File: config.mk
export PLATFORM = sky130hd
export DESIGN_NAME = sync_fifo
export DESIGN_NICKNAME = d
export VERILOG_FILES = /design/src/rtl/sync_fifo.sv
export SDC_FILE = /design/constraint.sdc
export NUM_CORES = 1
export LEC_CHECK = 0
export CORE_MARGIN = 5
export CORE_UTILIZATION = 62
export DETAILED_ROUTE_END_ITERATION = 6
export PLACE_DENSITY = 0.88
export SYNTH_ARGS = -nofsm -noshare
export SYNTH_HDL_FRONTEND = slang
export SYNTH_SLANG_ARGS = --single-unit
File: constraint.sdc
create_clock -name clk -period 3.8 [get_ports clk]
set_input_delay 0.76 -clock clk [delete_from_list [all_inputs] [get_ports clk]]
set_output_delay 0.76 -clock clk [all_outputs]
set_load 0.02 [all_outputs]
File: src/rtl/sync_fifo.sv
// sync_fifo: single-clock parametrised FIFO with standard or first-word-fall-through
// read mode, occupancy count, almost-full/almost-empty thresholds, synchronous
// flush and one-cycle overflow/underflow error pulses.
//
// Ports:
//   clk          rising-edge clock for all state
//   rst_n        synchronous active-low reset (discards contents)
//   flush        synchronous clear of pointers/count/rd_valid (mem untouched)
//   wr_en/wr_data  push request and word
//   rd_en        pop request (FWFT: acknowledges the displayed word)
//   rd_data/rd_valid  read word and its qualifier
//   empty/full/almost_empty/almost_full  decoded from registered count
//   count        occupancy 0..DEPTH
//   overflow/underflow  registered one-cycle pulse per rejected request
module sync_fifo #(
    parameter int DATA_WIDTH    = 8,
    parameter int DEPTH         = 64,
    parameter int FWFT          = 0,
    parameter int AFULL_THRESH  = DEPTH - 4,
    parameter int AEMPTY_THRESH = 4
) (
    input  logic                    clk,
    input  logic                    rst_n,
    input  logic                    flush,
    input  logic                    wr_en,
    input  logic [DATA_WIDTH-1:0]   wr_data,
    input  logic                    rd_en,
    output logic [DATA_WIDTH-1:0]   rd_data,
    output logic                    rd_valid,
    output logic                    empty,
    output logic                    full,
    output logic                    almost_empty,
    output logic                    almost_full,
    output logic [$clog2(DEPTH):0]  count,
    output logic                    overflow,
    output logic                    underflow
);
    localparam int AW = $clog2(DEPTH);
    localparam int CW = AW + 1;

    localparam logic [CW-1:0] FULL_C   = CW'(DEPTH);
    localparam logic [CW-1:0] AFULL_C  = CW'(AFULL_THRESH);
    localparam logic [CW-1:0] AEMPTY_C = CW'(AEMPTY_THRESH);

    logic [DATA_WIDTH-1:0] mem [DEPTH];

    logic [AW-1:0] wr_ptr_q, wr_ptr_d;
    logic [AW-1:0] rd_ptr_q, rd_ptr_d;
    logic [CW-1:0] count_q, count_d;
    logic          ovf_q, ovf_d;
    logic          udf_q, udf_d;
    logic          wr_acc, rd_acc;

    // Flags come only from the registered count, so a read in the same cycle
    // never frees a slot for a write while full (and vice versa when empty).
    assign empty        = (count_q == '0);
    assign full         = (count_q == FULL_C);
    assign almost_full  = (count_q >= AFULL_C);
    assign almost_empty = (count_q <= AEMPTY_C);
    assign count        = count_q;
    assign overflow     = ovf_q;
    assign underflow    = udf_q;

    // Flush wins over any request in the same cycle.
    assign wr_acc = wr_en && !full  && !flush;
    assign rd_acc = rd_en && !empty && !flush;

    always_comb begin
        wr_ptr_d = wr_ptr_q;
        rd_ptr_d = rd_ptr_q;
        count_d  = count_q;
        ovf_d    = wr_en && full  && !flush;
        udf_d    = rd_en && empty && !flush;
        if (flush) begin
            wr_ptr_d = '0;
            rd_ptr_d = '0;
            count_d  = '0;
        end else begin
            if (wr_acc) wr_ptr_d = wr_ptr_q + AW'(1);
            if (rd_acc) rd_ptr_d = rd_ptr_q + AW'(1);
            case ({wr_acc, rd_acc})
                2'b10:   count_d = count_q + CW'(1);
                2'b01:   count_d = count_q - CW'(1);
                default: count_d = count_q;
            endcase
        end
    end

    always_ff @(posedge clk) begin
        if (!rst_n) begin
            wr_ptr_q <= '0;
            rd_ptr_q <= '0;
            count_q  <= '0;
            ovf_q    <= 1'b0;
            udf_q    <= 1'b0;
        end else begin
            wr_ptr_q <= wr_ptr_d;
            rd_ptr_q <= rd_ptr_d;
            count_q  <= count_d;
            ovf_q    <= ovf_d;
            udf_q    <= udf_d;
        end
    end

    // Storage is not reset; only pointers define which entries are live.
    always_ff @(posedge clk) begin
        if (rst_n && wr_acc) mem[wr_ptr_q] <= wr_data;
    end

    generate
        if (FWFT != 0) begin : g_fwft
            // Head word is always on the output; rd_en just pops it.
            assign rd_data  = mem[rd_ptr_q];
            assign rd_valid = !empty;
        end else begin : g_std
            logic [DATA_WIDTH-1:0] rd_data_q;
            logic                  rd_valid_q;

            // rd_data holds across idle and flush cycles; only rd_valid drops.
            always_ff @(posedge clk) begin
                if (!rst_n) begin
                    rd_data_q  <= '0;
                    rd_valid_q <= 1'b0;
                end else if (rd_acc) begin
                    rd_data_q  <= mem[rd_ptr_q];
                    rd_valid_q <= 1'b1;
                end else begin
                    rd_valid_q <= 1'b0;
                end
            end

            assign rd_data  = rd_data_q;
            assign rd_valid = rd_valid_q;
        end
    endgenerate

endmodule

Word level (Yosys, flattened, before mapping). Memory sizes are Yosys's and may differ from the RTL's. A register that Yosys moved wholly into a read port is not among the register bits. Cells that the tools add are included.

Bits in registers: 22. RAM bits: 512. Word-level logic and storage cells: 37. Memories: 1.

Magnitude comparators: 2. $add $sub $neg: 4. Reductions and logical operators: 16. Mux-type cells: 4. Bitwise gates (word level): 1. Eq/ne operators: 3.

Memory list: mem (words 64, width 8, rd ports 1, clocked after Yosys merged registers in 1, wr ports 1, line 45) `logic [DATA_WIDTH-1:0] mem [DEPTH];`.

Operator list (number): 7-bit case mux with 2 select lines (1); 6-bit by 1-bit adder with 6-bit output, second input constant (2); 1-bit logical AND (9); 7-bit by 1-bit adder with 7-bit output, second input constant (1); 7-bit == test, second input constant (1); 7-bit by 6-bit greater-or-equal comparator with 1-bit output, second input constant (1); 7-bit by 3-bit <= comparator with 1-bit output, second input constant (1); 7-bit logical NOT (1); 7-bit by 1-bit subtractor with 7-bit output, second input constant (1); 1-bit logical NOT (4); 1-bit two-way mux (3); 2-bit by 1-bit == test with 1-bit output, second input constant (1); 2-bit == test, second input constant (1); 2-bit nonzero test (1); 2-bit OR reduction (1); 1-bit NOT (1).

Logic depth before layout (Yosys ltp). Gate-level depths: netlist of the first run.

Depth after elaboration: 7. Mapped depth: 13.

Worst setup path after synthesis of the first run. Ideal clock, no wire load.

Path kind: register to register. Start: register count_q[0] (netlist: count[0]). End: register count_q[6] (netlist: count[6]). Cell stages (with the launch flop): 13. Data required time: 3.729 ns. Period minus slack after synthesis: 3.441 ns. Data arrival time: 3.371 ns. Buffers on the path: 0. Slack: 0.359 ns. Setup time: 0.071 ns. Cells stage by stage: dfxtp_1 -> or4_4 -> o41ai_4 -> nor2_1 -> inv_1 -> ha_1 -> ha_1 -> nor2b_1 -> o21ai_0 -> a21boi_0 -> or4_1 -> a31o_2 -> a21oi_1.

Word-level cells in the longest chain between the ends: 6.

Ends and longest elaborated chain: start: declaration (line 49) `logic [CW-1:0] count_q, count_d;`; start signal: assignment (line 99) `count_q <= count_d;`; 7-bit == test / 7-bit logical NOT (equally long branches) (line 57, 56); 1-bit logical NOT (on tied branches) (line 65, 66); 1-bit logical AND (on tied branches) (2 in series) (line 65, 66); 2-bit by 1-bit == test with 1-bit output / 2-bit == test (equally long branches) (line 81) `case ({wr_acc, rd_acc})`; 7-bit case mux with 2 select lines / 2-bit nonzero test (equally long branches).

Parallel ways exist; a longest one is shown, timed or not. A chain may end at the register's enable or synchronous reset.

Worst setup path in the final report of the first run. Same ends and word-level chain as after synthesis.

==> impl_results.md, run 1 <==
- First-pass GRT wire length: 74100 microns
- Number of buffers inserted for hold repair after clock tree synthesis: 0
- Die Ht: about 200 microns
- Data required time of the critical path: around 4.3 ns
- Number of antenna violations at the first check in global routing: 1
- Sw Ratio: 19.3%
- Cell Area, Placed: around 23000 sq um
- Number of H-tree branching levels: 2
- CTS resizes: 0
- Final setup viols: 0
- Cell area after technology mapping: roughly 21000 sq um
- Number of antenna repair diodes: 0
- Pin count of the biggest net entering global routing: 65
- Yosys warning count: 0
- Maximum vdd ir drop: 0.422 mV
- Clock network power share: 40.5%
- Area share of the leading cell type in the synthesized netlist: 72.2%
- Buffers from clock root to sink, at most: 3
- Pleak: ~7.5 nW
- Cell count after synthesis: roughly 1.1k
- P per Cell Area: 472 nW/um^2
- Number of nets at the end of the flow: 1239
- Top area cells in the synthesized netlist: edfxtp_1 72%, mux4_2 11%, mux2i_1 3.7%
- Mean number of vias per cell: 6.78
- Number of buffers and inverters on the critical path: 1
- Via Count: around 12k
- Non-Filler Instances: between 1.5k and 2k
- Area overhead of the layout relative to synthesis: 12.9%
- Async S/R FF share, synth: 0%
- Synth Flop Type: edfxtp_1
- Buffers added on ports: 34
- Achievable Freq: 0.272 GHz
- Arrival time of data at the critical path endpoint: 4.18 ns
- Final sum of negative setup slack: 0 ns
- Cell Int Power: 9.16 mW
- Slowest Stage Delay on Critical Path: 0.61 ns
- Final critical delay including setup and external delays: 3.68 ns
- Register bit total from synthesis: between 500 and 600
- Worst-path cell chain: or4_4 -> o41ai_4 -> nor2_1 -> inv_1 -> ha_1 -> ha_1 -> nor2b_1 -> o21ai_0 -> a21boi_0 -> or4_1 -> a31o_2 -> a21oi_1
- Overflow left after global routing: 0
- Area enclosed by the die boundary: 38200 sq um
- Sw power: around 2.2 mW
- DRT Wirelength: slightly below 50000 microns
- Mapped Nets: 1125
- Clock tree from TritonCTS: yes
- DRC violations left: 0
- Proportion of layout cells with a drive suffix above 1: 22.6%
- Count of endpoints failing hold in the final timing report: 0
- Startpoint class of the critical path: flop
- Later-pin clock latency in the skew report: 0.57 ns
- Worst Setup Slack post-DPL: 0.0426 ns
- Part of the Yosys area used for sequential elements: 75.0%
- Total number of clock tree sinks: 542
- Final critical-path share of the clock period: 96.8%
- Number of nets with antenna violations after detailed routing: 0
- Total clock buffers created by CTS: 48
- Crit path setup slack, layout: 0.123 ns
- Critical Path End Type: flop
- Worst slew pin tran: 1.36 ns
- Number of iterations in the first detailed-routing pass: 5
- Number of maximum-capacitance constraint violations: 0
- Worst clock skew: 0.0299 ns
- Placeable core area: 33700 sq um
- Post-CTS setup buffers: 0
- Post-DP HPWL: 28800 microns
- Yosys cell types: 53
- RSZ-0062 raised after global routing: false
- Share of power burned in registers: 57.7%
- Overall Power: 11.3 mW
- Crit Path Max Fanout: 6
- Horizontal die dimension: between 150 and 200 microns
- Critical setup path kind: reg2reg
- GP Congestion: 0.964
- Final instance area: 24000 sq um
- Run status: finished, final reports clean
- Violation count after the first detailed-route iteration: 1806
- Pins Over Slew Limit: 0
- Most used cell, CP: ha_1
- Combinational Power Share: 1.9%
- Number of placed instances with taps included: 1614
- Worst-path clk slew: 0.07 ns
- Overall global routing resource usage: 26.0%
- Mean area per synthesized cell: 19.3 sq um
- Initial core utilization: 63.2%
- Total I/O pin count: 35
- Routed len/inst: 29.1 microns
- Number of global-route vias before repair: 11.4k
- Dominant delay contributor by cell family on the critical path: simple AND/OR/NAND/NOR gates
- Number of synthesized flops with an enable pin: 512
- Most common cell after layout, fill and taps aside: edfxtp_1
- Number of placement rows: 67
- Area leader, netlist: edfxtp_1
- Relative slew margins: 9.13%
- Tightest Hold Check Type: reg2reg
- Slowest cell on crit path: or4_4
- Cell at the root of the clock tree: clkbuf_16
- Commonest cells after routing, fill and taps aside: 512 x edfxtp_1, 104 x mux4_2, 95 x nor2_1
==> cell families (layout without fill, tap and decap cells) <==
family / after synthesis / count (layout) / synth area share, %
fa+ha+maj: 9 / 9 / 0.564
simple gates: 186 / 186 / 4.11
buf+inv: 67 / 217 / 1.59
mux: 184 / 184 / 14.8
xor+xnor: 12 / 12 / 0.493
flops: 542 / 542 / 75.0
compound gates: 103 / 103 / 3.49
==> layout make-up <==
class | count | area, sq um
Clock buffer | 60 | 1270
Clock inverter | 26 | 204
Fill cell | 1868 | 9650
Inverter | 7 | 26.3
Multi-Input combinational cell | 494 | 4990
Sequential cell | 542 | 16000
Tap cell | 448 | 561
Timing Repair Buffer | 124 | 1010
==> flip-flops by register name (all words and copies together) (netlist names) <==
signal	flops
rd_ptr_q	6
underflow	1
overflow	1
count	7
rd_data	8
rd_valid	1
wr_ptr_q	6
mem	512
==> worst register-to-register path: stages (launching register included) <==
cell and delay (ns):
dfxtp_1 0.36, or4_4 0.61, o41ai_4 0.40, nor2_1 0.10, inv_1 0.07, ha_1 0.26, ha_1 0.30, nor2b_1 0.16
o21ai_0 0.23, a21boi_0 0.20, or4_1 0.54, a31o_2 0.25, a21oi_1 0.14
==> synth_stat cells (2+ instances only) <==
cell type,instances
a32oi_1,7
nand2b_1,3
edfxtp_1,512
nor2_1,95
and3_1,2
a21oi_1,21
ha_1,8
dfxtp_1,30
o21ai_0,10
nand3b_1,4
xor2_1,9
clkbuf_1,23
nand3_1,19
o221ai_1,13
xnor2_1,3
mux4_2,104
or3_1,2
mux2i_1,79
nor3_1,7
nand3b_2,2
nor2b_1,8
buf_4,12
buf_2,16
nand4b_2,2
a211oi_1,10
inv_1,7
buf_6,3
nor4_1,2
nand4_1,6
nand2_1,26
buf_1,6
or4_1,2
o22ai_1,10
a22oi_1,21
==> layer usage <==
metal / share of wire, % / global-route usage [%] / vias up / wire length (microns)
met1: 35 / 37.3 / 5793 / 17500
met3: 12 / 5.03 / 152 / 5770
met5: 0.026 / 0 / - / 13
met2: 49 / 41.2 / 876 / 24200
li1: - / - / 4717 / -
met4: 3.9 / 8.79 / 2 / 1920
==> stage by stage <==
stage | hold slack [ns] | util (%)
CTS | 0.519 | 71.3
global route | 0.559 | 71.4
detailed placement | 0.502 | 67.0
finish | 0.522 | 71.4
global placement | 0.485 | 67.0
floorplan | 0.499 | -
==> power by group through the flow <==
stage	logic, mW	clock network [mW]	registers [mW]
6_report	0.213	4.59	6.54
5_1_grt	0.226	4.92	6.54
4_1_cts	0.210	4.62	6.54
3_5_place_dp	0.206	0	6.67
3_3_place_gp	0.195	0	6.67
2_1_floorplan	0.0778	0	6.67
==> final timing paths <==
kind,startpoint,endpoint,slack [ns],depth (start not counted)
worst max-delay path,count[0],count[6],0.12,12
worst min-delay path,rd_data[4],rd_data[4],0.52,2
worst max register to register,count[0],count[6],0.12,12
worst min register to register,rd_data[4],rd_data[4],0.52,2
No activity file was read; power rests on OpenSTA's default activity.
==> run 2: changes to the inputs <==
--- a/config.mk
+++ b/config.mk
@@ -5,10 +5,11 @@
 export SDC_FILE = /design/constraint.sdc
 export NUM_CORES = 1
 export LEC_CHECK = 0
+export CAP_MARGIN = 20
 export CORE_MARGIN = 5
 export CORE_UTILIZATION = 62
 export DETAILED_ROUTE_END_ITERATION = 6
-export PLACE_DENSITY = 0.88
+export PLACE_DENSITY = 0.81
 export SYNTH_ARGS = -nofsm -noshare
 export SYNTH_HDL_FRONTEND = slang
 export SYNTH_SLANG_ARGS = --single-unit
==> run 2 against run 1 <==
Effect of this change:
- clock skew is 0.0054 ns lower
- sequential power is essentially flat
- register-to-register slack improved by 0.09 ns
- largest power group unchanged
- largest cell class unchanged
- critical path depth unchanged
- final area increased by 1.1%
- first-iteration DRC count down 22%
- clock power rose by 6.8%
- maximum frequency is 2.4% higher
- critical path type unchanged
- flip-flop and latch count unchanged
- highest routed layer is now met4
==> impl_results.md, run 2 (synthesized netlist as in run 1, its figures left out) <==
- Run status: finished, final reports clean
- Final sum of negative setup slack: 0 ns (unchanged)
- Highest metal layer used by the detailed router: met4
- Clock network power share: 42.0% (+1.5 points)
- Number of antenna violations at the first check in global routing: 0 (-1)
- Cell Area, Placed: 22600 sq um (about the same)
- Tightest Hold Check Type: reg2reg
- Clock tree from TritonCTS: yes
- Detailed route wirelength on metal2: 22200 microns (-8.5%)
- Number of iterations in the first detailed-routing pass: 6 (+1)
- Buffers from clock root to sink, at most: 3 (unchanged)
- Critical Path End Type: flop
- Number of buffers inserted for hold repair after clock tree synthesis: 0 (unchanged)
- Post-route met1 wirelength: 18200 microns (+3.6%)
- Number of flip-flops in the largest register: 512 (unchanged)
- Data required time of the critical path: 4.30 ns (about the same)
- Most common cell after layout, fill and taps aside: edfxtp_1
- Crit Path Max Fanout: 6 (unchanged)
- Later-pin clock latency in the skew report: 0.58 ns (about the same)
- Final critical delay including setup and external delays: 3.59 ns (-0.0853 ns)
- Post-CTS setup buffers: 0 (unchanged)
- Area enclosed by the die boundary: 38200 sq um (unchanged)
- Number of nets with antenna violations after detailed routing: 0 (unchanged)
- First-pass GRT wire length: 69900 microns (-5.7%)
- Final-layout fill cell count: 1948 (+4.3%)
- Commonest cells after routing, fill and taps aside: 512 x edfxtp_1, 104 x mux4_2, 95 x nor2_1
- Share of power burned in registers: 56.1% (-1.6 points)
- Mean number of vias per cell: 6.49 (-4.3%)
- Cell at the root of the clock tree: clkbuf_16
- Arrival time of data at the critical path endpoint: 4.09 ns (-0.09 ns)
- RSZ-0062 raised after global routing: false
- Horizontal die dimension: 195 microns (unchanged)
- Pins Over Slew Limit: 0 (unchanged)
- CTS resizes: 0 (unchanged)
- Die Ht: 195 microns (unchanged)
- Violation count after the first detailed-route iteration: 1404 (-22%)
- Final critical-path share of the clock period: 94.5% (-2.2 points)
- Number of maximum-capacitance constraint violations: 0 (unchanged)
- Number of nets at the end of the flow: 1249 (+0.81%)
- Number of placement rows: 67 (unchanged)
- Sequential cell area in the final layout: 16000 sq um (unchanged)
- Total I/O pin count: 35 (unchanged)
- Pin count of the biggest net entering global routing: 65 (unchanged)
- Via Count: 11.1k (-3.5%)
- DRT Wirelength: 46600 microns (-5.9%)
- Count of endpoints failing hold in the final timing report: 0 (unchanged)
- Sw power: 2.28 mW (+4.3%)
- Final instance area: 24300 sq um (+1.1%)
- Largest Register: mem
- Share of the core filled with cells: 72.2% (+0.80 points)
- Number of placed instances with taps included: 1613 (-0.062%)
- Number of H-tree branching levels: 2 (unchanged)
- Total clock buffers created by CTS: 52 (+8.3%)
- Combined area of the multi-input logic cells: 4990 sq um (about the same)
- Combinational Power Share: 1.9% (about the same)
- Post-DP HPWL: 27700 microns (-3.9%)
- Maximum vdd ir drop: 0.479 mV (+14%)
- Pleak: 7.59 nW (+1.7%)
- Overall global routing resource usage: 24.4% (-1.6 points)
- Cell Int Power: 9.39 mW (+2.5%)
- Total number of clock tree sinks: 542 (unchanged)
- Placeable core area: 33700 sq um (unchanged)
- GP Congestion: 0.884 (-8.2%)
- DRC violations left: 0 (unchanged)
- Worst slew pin tran: 1.04 ns (-0.324 ns)
- P per Cell Area: 480 nW/um^2 (+1.7%)
- Area overhead of the layout relative to synthesis: 14.1%
- Overflow left after global routing: 0 (unchanged)
- Number of antenna repair diodes: 0 (unchanged)
- Achievable Freq: 0.278 GHz (+2.4%)
- Final setup viols: 0 (unchanged)
- Routed len/inst: 27.1 microns (-6.7%)
- Met3 routed WL: 4630 microns (-20%)
- Buffers added on ports: 34 (unchanged)
- Number of global-route vias before repair: 11.0k (-3.5%)
- Worst-path clk slew: 0.07 ns (about the same)
- Non-Filler Instances: 1716 (+0.88%)
- Proportion of layout cells with a drive suffix above 1: 23.2% (+0.60 points)
- Overall Power: 11.7 mW (+2.8%)
- Relative slew margins: 30.8% (+22 points)
- Critical setup path kind: reg2reg
- Sw Ratio: 19.5% (+0.28 points)
- Initial core utilization: 63.2% (unchanged)
- Startpoint class of the critical path: flop
- Worst clock skew: 0.0245 ns (-0.00542 ns)
==> run 2: changes by cell type in the layout (fill, tap and decap cells not counted), moves of 2 or more <==
cell,previous run,this run
buf_12,3,9
clkbuf_1,11,16
clkbuf_16,49,54
clkbuf_8,0,2
clkinv_2,12,8
==> run 2: metrics by stage <==
stage          setup WS [ns]  hold slack [ns]
6_report               0.208            0.524
5_1_grt             0.000351            0.551
4_1_cts                0.209            0.526
3_5_place_dp           0.131            0.511
3_3_place_gp           0.194            0.504
2_1_floorplan          0.359            0.499
==> run 2: power by group through the flow <==
stage               Sequential, mW  Combinational [mW]  Clock (mW)
floorplan                     6.67              0.0778           0
global placement              6.67               0.197           0
detailed placement            6.67               0.207           0
CTS                           6.54               0.207        4.95
global route                  6.54               0.240        5.22
finish                        6.54               0.225        4.90
==> run 2: final timing paths <==
| kind | startpoint | to | slack (ns) | cells past startpoint |
|---|---|---|---|---|
| setup / recovery | count[0] | count[6] | 0.21 | 12 |
| setup reg to reg | count[0] | count[6] | 0.21 | 12 |
| hold / removal | rd_data[3] | rd_data[3] | 0.52 | 2 |
| hold reg to reg | rd_data[3] | rd_data[3] | 0.52 | 2 |
==> run 2: worst max-delay path, cell delays in order, from the launching register on <==
cell	delay, ns
dfxtp_1	0.36
or4_4	0.61
o41ai_4	0.44
nor2_1	0.10
inv_1	0.07
ha_1	0.23
ha_1	0.28
nor2b_1	0.15
o21ai_0	0.20
a21boi_0	0.18
or4_1	0.52
a31o_2	0.25
a21oi_1	0.12
==> run 2: final cells by class <==
cell class / count / area share [%]
Clock inverter: 23 / 0.741
Multi-Input combinational cell: 494 / 20.5
Sequential cell: 542 / 65.7
Inverter: 7 / 0.108
Timing Repair Buffer: 130 / 4.66
Tap cell: 448 / 2.31
Clock buffer: 72 / 5.92
==> run 2: layer usage <==
layer / up-vias / track usage, %
met2: 621 / 38.1
met5: - / 0
met1: 5669 / 35.8
met4: 0 / 7.73
met3: 103 / 4.91
li1: 4744 / -
==> run 3: changes to the inputs <==
--- a/config.mk
+++ b/config.mk
@@ -5,9 +5,11 @@
 export SDC_FILE = /design/constraint.sdc
 export NUM_CORES = 1
 export LEC_CHECK = 0
-export CAP_MARGIN = 20
+export CAP_MARGIN = 10
+export CELL_PAD_IN_SITES_DETAIL_PLACEMENT = 1
+export CELL_PAD_IN_SITES_GLOBAL_PLACEMENT = 2
 export CORE_MARGIN = 5
-export CORE_UTILIZATION = 62
+export CORE_UTILIZATION = 49
 export DETAILED_ROUTE_END_ITERATION = 6
 export PLACE_DENSITY = 0.81
 export SYNTH_ARGS = -nofsm -noshare
==> run 3 against run 2 <==
Effect of this change:
- first-iteration DRC count down 32%
- maximum frequency up 1.4%
- global-route usage down 2.2 points
- largest cell class unchanged
- highest routed layer is now met5
==> impl_results.md, run 3 (synthesized netlist as in run 1, its figures left out) <==
- Run status: finished, final reports clean
- Crit Path Max Fanout: 6 (unchanged)
- Via Count: 11.1k (-0.28%)
- Total clock buffers created by CTS: 56 (+7.7%)
- Maximum vdd ir drop: 0.493 mV (+2.9%)
- DRC violations left: 0 (unchanged)
- Proportion of layout cells with a drive suffix above 1: 23.8% (+0.60 points)
- Later-pin clock latency in the skew report: 0.61 ns (+0.03 ns)
- Number of maximum-capacitance constraint violations: 0 (unchanged)
- Pins Over Slew Limit: 0 (unchanged)
- Final critical delay including setup and external delays: 3.54 ns (-0.0501 ns)
- Number of antenna repair diodes: 0 (unchanged)
- Worst clock skew: 0.0301 ns (+0.00562 ns)
- DRT Wirelength: 51900 microns (+12%)
- Number of H-tree branching levels: 2 (unchanged)
- Total I/O pin count: 35 (unchanged)
- Dominant delay contributor by cell family on the critical path: simple AND/OR/NAND/NOR gates
- Overall global routing resource usage: 22.3% (-2.2 points)
- Number of buffers and inverters on the critical path: 1 (unchanged)
- Placeable core area: 43100 sq um (+28%)
- Number of global-route vias before repair: 11.9k (+7.8%)
- Die Ht: 219 microns (+12%)
- Buffers added on ports: 34 (unchanged)
- Area enclosed by the die boundary: 47700 sq um (+25%)
- Share of the core filled with cells: 57.2% (-15 points)
- Number of antenna violations at the first check in global routing: 1 (+1)
- Horizontal die dimension: 219 microns (+12%)
- Number of nets with antenna violations after detailed routing: 0 (unchanged)
- Commonest cells after routing, fill and taps aside: 512 x edfxtp_1, 104 x mux4_2, 95 x nor2_1
- Cell at the root of the clock tree: clkbuf_16
- Clock tree from TritonCTS: yes
- Achievable Freq: 0.282 GHz (+1.4%)
- Worst-path cell chain: or4_4 -> o41ai_4 -> nor2_1 -> inv_1 -> ha_1 -> ha_1 -> nor2b_1 -> o21ai_0 -> a21boi_0 -> or4_1 -> a31o_2 -> a21oi_1
- Data required time of the critical path: 4.32 ns (+0.02 ns)
- Number of nets at the end of the flow: 1253 (+0.32%)
- Total number of clock tree sinks: 542 (unchanged)
- Arrival time of data at the critical path endpoint: 4.06 ns (-0.03 ns)
- Final-layout fill cell count: 3736 (+92%)
- Critical Path End Type: flop
- Critical setup path kind: reg2reg
- Number of flip-flops in the largest register: 512 (unchanged)
- Startpoint class of the critical path: flop
- Final critical-path share of the clock period: 93.2% (-1.3 points)
- Mean number of vias per cell: 5.96 (-8.1%)
- Pin count of the biggest net entering global routing: 65 (unchanged)
- Routed len/inst: 27.9 microns (+2.7%)
- Overflow left after global routing: 0 (unchanged)
- Post-DP HPWL: 32600 microns (+18%)
- Number of iterations in the first detailed-routing pass: 5 (-1)
- Worst-path clk slew: 0.06 ns (about the same)
- Violation count after the first detailed-route iteration: 954 (-32%)
- GP Congestion: 0.780 (-12%)
- Final sum of negative setup slack: 0 ns (unchanged)
- Slowest Stage Delay on Critical Path: 0.59 ns (-0.02 ns)
- Tightest Hold Check Type: reg2reg
- Initial core utilization: 49.5% (-14 points)
- Relative slew margins: 17.1% (-14 points)
- Worst slew pin tran: 1.24 ns (+0.205 ns)
- Most common cell after layout, fill and taps aside: edfxtp_1
- Slowest cell on crit path: or4_4
- Largest Register: mem
- Number of placement rows: 76 (+13%)
- Buffers from clock root to sink, at most: 3 (unchanged)
- Pleak: 7.64 nW (+0.73%)
- RSZ-0062 raised after global routing: false
- P per Cell Area: 493 nW/um^2 (+2.8%)
- Post-CTS setup buffers: 0 (unchanged)
- First-pass GRT wire length: 78300 microns (+12%)
- Area overhead of the layout relative to synthesis: 15.7%
- Count of endpoints failing hold in the final timing report: 0 (unchanged)
- CTS resizes: 0 (unchanged)
- Number of buffers inserted for hold repair after clock tree synthesis: 0 (unchanged)
- Final setup viols: 0 (unchanged)
- Most used cell, CP: ha_1
-- run 3: changes by cell type in the layout (fill, tap and decap cells not counted) --
cell        before  now
buf_12           9    5
buf_4           87   91
bufinv_16        2    5
clkbuf_1        16   20
clkbuf_16       54   56
clkbuf_8         2    3
clkinv_1         8    4
clkinv_2         8    7
clkinv_8         1    3
clkinvlp_4       1    6
inv_6            2    0
-- run 3: worst min-delay path: stages (launching register included) --
cell and delay (ns):
dfxtp_1 0.36, xnor2_1 0.08, nor2_1 0.07
-- run 3: final cells by class --
type	instances	area, sq um	area share, %
clock buffers	79	1520	6.16
well taps	585	732	2.97
multi-input cells	494	4990	20.3
flip-flops and latches	542	16000	64.9
clock inverters	26	303	1.23
repair buffers	130	1080	4.40
inverters	7	26.3	0.107
-- run 3: metal layers --
layer | GRT usage [%] | vias up | routed length (microns) | share of wire, %
li1 | - | 4753 | - | -
met1 | 30.9 | 5821 | 21200 | 41
met2 | 36.3 | 418 | 25400 | 49
met3 | 3.68 | 112 | 3390 | 6.5
met4 | 7.87 | 2 | 1840 | 3.5
met5 | 0 | - | 13 | 0.025
-- run 3: final timing paths --
check        slack [ns]  cells past startpoint   startpoint     endpoint
max reg2reg        0.26                     12     count[1]     count[6]
max                0.26                     12     count[1]     count[6]
min                0.54                      2  rd_ptr_q[5]  rd_ptr_q[5]
min reg2reg        0.54                      2  rd_ptr_q[5]  rd_ptr_q[5]
-- run 3: metrics by stage --
step / worst slack (ns) / cells / hold slack (ns) / power (mW) / area [sq um]
after floorplan: 0.359 / 1103 / 0.499 / 6.74 / 21300
after global placement: 0.194 / 1755 / 0.521 / 6.88 / 22800
after detailed placement: 0.0844 / 1755 / 0.529 / 6.89 / 22800
after CTS: 0.249 / 1860 / 0.540 / 12.3 / 24600
after global routing: 0.0239 / 1863 / 0.566 / 12.6 / 24600
final: 0.259 / 1863 / 0.540 / 12.2 / 24600
-- run 3: power by group --
group,switching [mW],internal [mW],total [mW]
Sequential,0.00579,6.53,6.54
Clock,2.26,3.14,5.39
Combinational,0.161,0.0652,0.226
